## src/rtl/arch_defs_pkg.sv

```systemverilog
// Shared architecture definitions: address width, branch opcodes and
// the branch unit's control states.
package arch_defs_pkg;

  localparam int ADDR_WIDTH = 16;

  typedef enum logic [2:0] {
    BR_JMP  = 3'd0,
    BR_JZ   = 3'd1,
    BR_JNZ  = 3'd2,
    BR_JN   = 3'd3,
    BR_JC   = 3'd4,
    BR_JNC  = 3'd5,
    BR_CALL = 3'd6,
    BR_RET  = 3'd7
  } br_op_t;

  typedef enum logic [1:0] {
    ST_IDLE   = 2'd0,
    ST_EVAL   = 2'd1,
    ST_COMMIT = 2'd2
  } br_state_t;

endpackage

```

## src/rtl/return_stack.sv

```systemverilog
// LIFO of return addresses. data_o always shows the top entry; a push
// while full or a pop while empty is ignored (the caller flags the error).
module return_stack #(
  parameter int WIDTH = 16,
  parameter int DEPTH = 4
) (
  input  logic                     clk,
  input  logic                     reset,
  input  logic                     push_i,
  input  logic                     pop_i,
  input  logic [WIDTH-1:0]         data_i,
  output logic [WIDTH-1:0]         data_o,
  output logic [$clog2(DEPTH):0]   depth_o,
  output logic                     full_o,
  output logic                     empty_o
);

  localparam int IW = $clog2(DEPTH);
  localparam int DW = IW + 1;

  logic [WIDTH-1:0] mem_q [DEPTH];
  logic [DW-1:0]    depth_q, depth_d;
  logic [IW-1:0]    wr_idx, top_idx;

  assign full_o  = (depth_q == DW'(DEPTH));
  assign empty_o = (depth_q == '0);
  assign depth_o = depth_q;

  // Power-of-two depth lets the low bits index the array directly.
  assign wr_idx  = depth_q[IW-1:0];
  assign top_idx = depth_q[IW-1:0] - IW'(1);
  assign data_o  = mem_q[top_idx];

  always_comb begin
    depth_d = depth_q;
    if (push_i && !full_o) begin
      depth_d = depth_q + DW'(1);
    end else if (pop_i && !empty_o) begin
      depth_d = depth_q - DW'(1);
    end
  end

  always_ff @(posedge clk or posedge reset) begin
    if (reset) begin
      depth_q <= '0;
    end else begin
      depth_q <= depth_d;
    end
  end

  // Contents are left untouched by reset; only the depth is cleared.
  always_ff @(posedge clk) begin
    if (push_i && !full_o) begin
      mem_q[wr_idx] <= data_i;
    end
  end

endmodule

```

## src/rtl/pc_branch_unit.sv

```systemverilog
// Program counter with a three-state branch sequencer (IDLE/EVAL/COMMIT),
// conditional jumps on captured flags, and CALL/RET through a return stack.
module pc_branch_unit #(
  parameter int ADDR_WIDTH  = arch_defs_pkg::ADDR_WIDTH,
  parameter int STACK_DEPTH = 4
) (
  input  logic                          clk,
  input  logic                          reset,
  input  logic                          pc_inc_i,
  input  logic                          br_req_i,
  input  logic [2:0]                    br_op_i,
  input  logic [ADDR_WIDTH-1:0]         br_target_i,
  input  logic                          flag_zero_i,
  input  logic                          flag_negative_i,
  input  logic                          flag_carry_i,
  output logic [ADDR_WIDTH-1:0]         pc_o,
  output logic                          busy_o,
  output logic                          br_done_o,
  output logic                          br_taken_o,
  output logic [$clog2(STACK_DEPTH):0]  stack_depth_o,
  output logic                          stack_overflow_o,
  output logic                          stack_underflow_o
);

  import arch_defs_pkg::*;

  br_state_t             state_q, state_d;
  br_op_t                op_q, op_d;
  logic [ADDR_WIDTH-1:0] pc_q, pc_d;
  logic [ADDR_WIDTH-1:0] target_q, target_d;
  logic [ADDR_WIDTH-1:0] cap_pc_q, cap_pc_d;
  logic                  z_q, z_d, n_q, n_d, c_q, c_d;
  logic                  busy_q, busy_d;
  logic                  done_q, done_d;
  logic                  taken_q, taken_d;
  logic                  ovf_q, ovf_d;
  logic                  unf_q, unf_d;

  logic                  cond;
  logic                  push, pop;
  logic                  stk_full, stk_empty;
  logic [ADDR_WIDTH-1:0] stk_top;

  return_stack #(
    .WIDTH (ADDR_WIDTH),
    .DEPTH (STACK_DEPTH)
  ) u_return_stack (
    .clk     (clk),
    .reset   (reset),
    .push_i  (push),
    .pop_i   (pop),
    .data_i  (cap_pc_q),
    .data_o  (stk_top),
    .depth_o (stack_depth_o),
    .full_o  (stk_full),
    .empty_o (stk_empty)
  );

  always_comb begin
    unique case (op_q)
      BR_JZ:   cond = z_q;
      BR_JNZ:  cond = !z_q;
      BR_JN:   cond = n_q;
      BR_JC:   cond = c_q;
      BR_JNC:  cond = !c_q;
      default: cond = 1'b1;
    endcase
  end

  always_comb begin
    state_d  = state_q;
    op_d     = op_q;
    pc_d     = pc_q;
    target_d = target_q;
    cap_pc_d = cap_pc_q;
    z_d      = z_q;
    n_d      = n_q;
    c_d      = c_q;
    busy_d   = busy_q;
    done_d   = 1'b0;
    taken_d  = 1'b0;
    ovf_d    = ovf_q;
    unf_d    = unf_q;
    push     = 1'b0;
    pop      = 1'b0;
    unique case (state_q)
      ST_IDLE: begin
        if (br_req_i) begin
          state_d  = ST_EVAL;
          busy_d   = 1'b1;
          op_d     = br_op_t'(br_op_i);
          target_d = br_target_i;
          cap_pc_d = pc_q;
          z_d      = flag_zero_i;
          n_d      = flag_negative_i;
          c_d      = flag_carry_i;
        end else if (pc_inc_i) begin
          pc_d = pc_q + ADDR_WIDTH'(1);
        end
      end
      ST_EVAL: begin
        // Stack depth is stable until COMMIT, so the outcome is final here.
        state_d = ST_COMMIT;
        done_d  = 1'b1;
        taken_d = cond && !(op_q == BR_CALL && stk_full)
                       && !(op_q == BR_RET && stk_empty);
      end
      ST_COMMIT: begin
        state_d = ST_IDLE;
        busy_d  = 1'b0;
        if (taken_q) begin
          if (op_q == BR_RET) begin
            pc_d = stk_top;
            pop  = 1'b1;
          end else begin
            pc_d = target_q;
            push = (op_q == BR_CALL);
          end
        end
        if (op_q == BR_CALL && stk_full) ovf_d = 1'b1;
        if (op_q == BR_RET && stk_empty) unf_d = 1'b1;
      end
      default: begin
        state_d = ST_IDLE;
        busy_d  = 1'b0;
      end
    endcase
  end

  always_ff @(posedge clk or posedge reset) begin
    if (reset) begin
      state_q  <= ST_IDLE;
      op_q     <= BR_JMP;
      pc_q     <= '0;
      target_q <= '0;
      cap_pc_q <= '0;
      z_q      <= 1'b0;
      n_q      <= 1'b0;
      c_q      <= 1'b0;
      busy_q   <= 1'b0;
      done_q   <= 1'b0;
      taken_q  <= 1'b0;
      ovf_q    <= 1'b0;
      unf_q    <= 1'b0;
    end else begin
      state_q  <= state_d;
      op_q     <= op_d;
      pc_q     <= pc_d;
      target_q <= target_d;
      cap_pc_q <= cap_pc_d;
      z_q      <= z_d;
      n_q      <= n_d;
      c_q      <= c_d;
      busy_q   <= busy_d;
      done_q   <= done_d;
      taken_q  <= taken_d;
      ovf_q    <= ovf_d;
      unf_q    <= unf_d;
    end
  end

  assign pc_o              = pc_q;
  assign busy_o            = busy_q;
  assign br_done_o         = done_q;
  assign br_taken_o        = taken_q;
  assign stack_overflow_o  = ovf_q;
  assign stack_underflow_o = unf_q;

endmodule

```

## config.mk

```make
export PLATFORM = sky130hd
export DESIGN_NAME = pc_branch_unit
export DESIGN_NICKNAME = d
export VERILOG_FILES = /design/src/rtl/arch_defs_pkg.sv /design/src/rtl/return_stack.sv /design/src/rtl/pc_branch_unit.sv
export SDC_FILE = /design/constraint.sdc
export NUM_CORES = 1
export LEC_CHECK = 0
export ABC_AREA = 1
export BUFFER_PORTS_ARGS = -buffer_cell sky130_fd_sc_hd__buf_2
export CAP_MARGIN = 10
export CORE_ASPECT_RATIO = 2
export CORE_MARGIN = 3
export CORE_UTILIZATION = 59
export CTS_CLUSTER_DIAMETER = 100
export DETAILED_ROUTE_END_ITERATION = 8
export GPL_ROUTABILITY_DRIVEN = 0
export GPL_TIMING_DRIVEN = 1
export PLACE_DENSITY = 0.84
export SYNTH_ARGS = -nofsm -noshare
export SYNTH_HDL_FRONTEND = slang
export SYNTH_SLANG_ARGS = --single-unit
export TNS_END_PERCENT = 10
```

## constraint.sdc

```tcl
create_clock -name clk -period 2.5 [get_ports clk]
set_input_delay 0.5 -clock clk [delete_from_list [all_inputs] [get_ports clk]]
set_output_delay 0.5 -clock clk [all_outputs]
set_load 0.1 [all_outputs]
```

==> impl_metrics.env <==
export IMPL_maxCapViolations=0
export IMPL_place_ws_ns=0.567
export IMPL_clock_sinks=128
export IMPL_fmax_ghz=0.505
export IMPL_worstPathRequired_ns=2.80
export IMPL_synth_compound_gate_area_share_pct=10.3
export IMPL_dp_hpwl_um=8840
export IMPL_antenna_found_initial=0
export IMPL_critPathArrivalTime_ns=2.28
export IMPL_overflow=0
export IMPL_cts_inserted_buffers=17
export IMPL_synth_seq_cells=128
export IMPL_crit_chain="inv_1 -> ha_1 -> nand2_1 -> nand3_2 -> fa_1 -> inv_1 -> nand3b_1 -> nand3_1 -> nand2_1"
export IMPL_critical_path_slowest_cell="fa_1"
export IMPL_syn_num_nets=643
export IMPL_row_count=50
export IMPL_synthTopCellsByArea="edfxtp_1 34%, dfrtp_1 28%, nand2_1 11%"
export IMPL_yosys_area_share_simple_pct=20.7
export IMPL_root_buffer="clkbuf_16"
export IMPL_syn_to_final_growth_pct=16.7
export IMPL_cts_tree="yes"
export IMPL_path_clk_slew_ns=0.06
export IMPL_avgViaCountPerCell=5.81
export IMPL_ys_types=30
export IMPL_period_minus_slack_ns=1.98
export IMPL_synthAdderAreaFrac_pct=1.44
export IMPL_slew_headroom_pct=58.0
export IMPL_finalSetupViolations=0
export IMPL_die_x_um=75.6
export IMPL_period_share_pct=79.2
export IMPL_tightest_slew_ns=0.629
export IMPL_tns_ns=0
export IMPL_p_leak_nw=2.96
export IMPL_ys_warn_count=0
export IMPL_cp_max_fo=7
export IMPL_chipHeight_um=145
export IMPL_routedWlPerCell_um=17.1
export IMPL_r2r_end="u_return_stack.depth_o[2]"
export IMPL_skew_ns=0.0102
export IMPL_ant_nets=0
export IMPL_antenna_cells=0
export IMPL_rsz0062_at_grt="false"
export IMPL_pin_count=50
export IMPL_timing_hold_ws_ns=0.161
export IMPL_clockBufferDepth=2
export IMPL_wl_um=13300
export IMPL_ir_drop_uv=1080
export IMPL_vias=4539
export IMPL_reg2reg_slack_ns=0.52
export IMPL_crit_path_start_kind="register"
export IMPL_grt_pass1_wl_um=21800
export IMPL_start_util_pct=60.9
export IMPL_final_max_slew_viol_count=0
export IMPL_clk_latency_ns=0.42
export IMPL_seq_area_frac_synth_pct=61.6
export IMPL_synth_top_family_by_area="simple AND/OR/NAND/NOR gates"
export IMPL_synthXorXnorAreaFrac_pct=0.153
export IMPL_setup_ws_ns=0.521
export IMPL_postCtsHoldBufs=0
export IMPL_synth_largest_area_cell="edfxtp_1"
export IMPL_fin_total_pwr_w=0.00858
export IMPL_min_path_type="input port to asynchronous set/reset pin"
export IMPL_status="finished, final reports clean"
export IMPL_powerDensity_nw_per_um2=1280
export IMPL_nets=696
export IMPL_dr_pass1_iters=6
export IMPL_netlist_area_um2=5720
export IMPL_drive_gt1_share_pct=16.8
export IMPL_dieArea_um2=11000
export IMPL_fin_util_pct=71.1
export IMPL_grt_max_degree=44
export IMPL_netlist_area_leader_share_pct=33.6
export IMPL_grt_use_total_pct=26.2
export IMPL_reg2reg_from="u_return_stack.depth_o[1]"
export IMPL_drc_errors=0
export IMPL_max_stage_delay_ns=0.46
export IMPL_portBuffers=49
export IMPL_first_global_vias=4574
export IMPL_post_cts_buffers=0
export IMPL_hold_viol_final=0
export IMPL_critPathKind="register to register"
export IMPL_first_iter_violations=498
export IMPL_core_area_um2=9380
export IMPL_syn_inst=611
export IMPL_synthMuxAreaShare_pct=0
export IMPL_cts_resized=0
export IMPL_h_tree_depth=4
export IMPL_cp_end_kind="register"
export IMPL_r2r_cells=9
export IMPL_avgSynthCellArea_um2=9.36
-- power breakdown --
| group | internal [W] | switching (W) |
|---|---|---|
| Clock | 0.00158 | 0.000932 |
| Combinational | 0.000616 | 0.00229 |
| Sequential | 0.00271 | 0.000446 |
| Total | 0.00491 | 0.00367 |
-- per-layer routing --
layer	vias up	track usage (%)	part of all wire (%)
met5	-	0	0
met4	0	13.5	3.2
met3	45	6.24	6.8
met2	229	41.9	53
met1	2153	32.1	37
li1	2112	-	-
-- synth_stat cells, drive strengths merged --
cell type / number
a21oi: 34
a22oi: 1
a31oi: 1
buf: 17
clkbuf: 8
dfrtp: 64
edfxtp: 64
fa: 1
ha: 5
inv: 56
nand2: 168
nand3: 36
nand3b: 1
nand4: 5
nor2: 75
nor3: 1
o211ai: 2
o21ai: 68
o21bai: 2
o22ai: 1
xor2: 1
-- layout make-up --
type                       count  area, µm²
clock buffer                  17        425
clock inverter                15        183
fill                         606       2710
inverter                      56        210
multi-input combinational    402       1870
sequential                   128       3520
tap                          104        130
timing repair buffer          59        333
-- worst max path at each step --
stage	from	end	slack (ns)
after floorplan	u_return_stack.depth_o[0]	u_return_stack.mem_q[1][0]	-0.06
after global placement	u_return_stack.depth_o[1]	pc_o[6]	0.69
after detailed placement	u_return_stack.depth_o[1]	u_return_stack.depth_o[2]	0.57
after CTS	u_return_stack.depth_o[1]	u_return_stack.depth_o[2]	0.53
after global routing	u_return_stack.depth_o[1]	u_return_stack.depth_o[2]	0.37
final	u_return_stack.depth_o[1]	u_return_stack.depth_o[2]	0.52
-- cells by family after synthesis --
logic type	after synthesis
adders and majority gates	6
buffers and inverters	81
DFF	128
and+or+nand+nor	286
xor gates and xnor gates	1
AOI/OAI and AO/OA	109
-- critical path: cells and delay by family, from the launching register on --
kind                     cells  cell delay, ns
flip-flops                   1            0.43
adder cells (fa/ha/maj)      2            0.69
AND/OR/NAND/NOR              5            0.57
buffers and inverters        2            0.18
-- placed cells by master, fill, tap and decap left out, drive strengths merged --
| master | Yosys | final |
|---|---|---|
| a21oi | 34 | 34 |
| a22oi | 1 | 1 |
| a31oi | 1 | 1 |
| buf | 17 | 59 |
| bufinv | 0 | 3 |
| clkbuf | 8 | 17 |
| clkinv | 0 | 5 |
| clkinvlp | 0 | 3 |
| dfrtp | 64 | 64 |
| edfxtp | 64 | 64 |
| fa | 1 | 1 |
| ha | 5 | 5 |
| inv | 56 | 60 |
| nand2 | 168 | 168 |
| nand3 | 36 | 36 |
| nand3b | 1 | 1 |
| nand4 | 5 | 5 |
| nor2 | 75 | 75 |
| nor3 | 1 | 1 |
| o211ai | 2 | 2 |
| o21ai | 68 | 68 |
| o21bai | 2 | 2 |
| o22ai | 1 | 1 |
| xor2 | 1 | 1 |
-- flip-flops by register name, indices dropped and copies added, names as in the netlist --
name                    cells
n_q                         1
br_taken_o                  1
stack_underflow_o           1
z_q                         1
u_return_stack.depth_o      3
stack_overflow_o            1
state_q                     2
u_return_stack.mem_q       64
op_q                        3
pc_o                       16
busy_o                      1
c_q                         1
target_q                   16
br_done_o                   1
cap_pc_q                   16
-- per-stage QoR --
step	std cells	cell area [µm²]
global route	781	6680
detailed placement	749	6070
floorplan	611	5730
global placement	749	6070
CTS	781	6680
finish	781	6680
(Power assumes the default switching activity.)
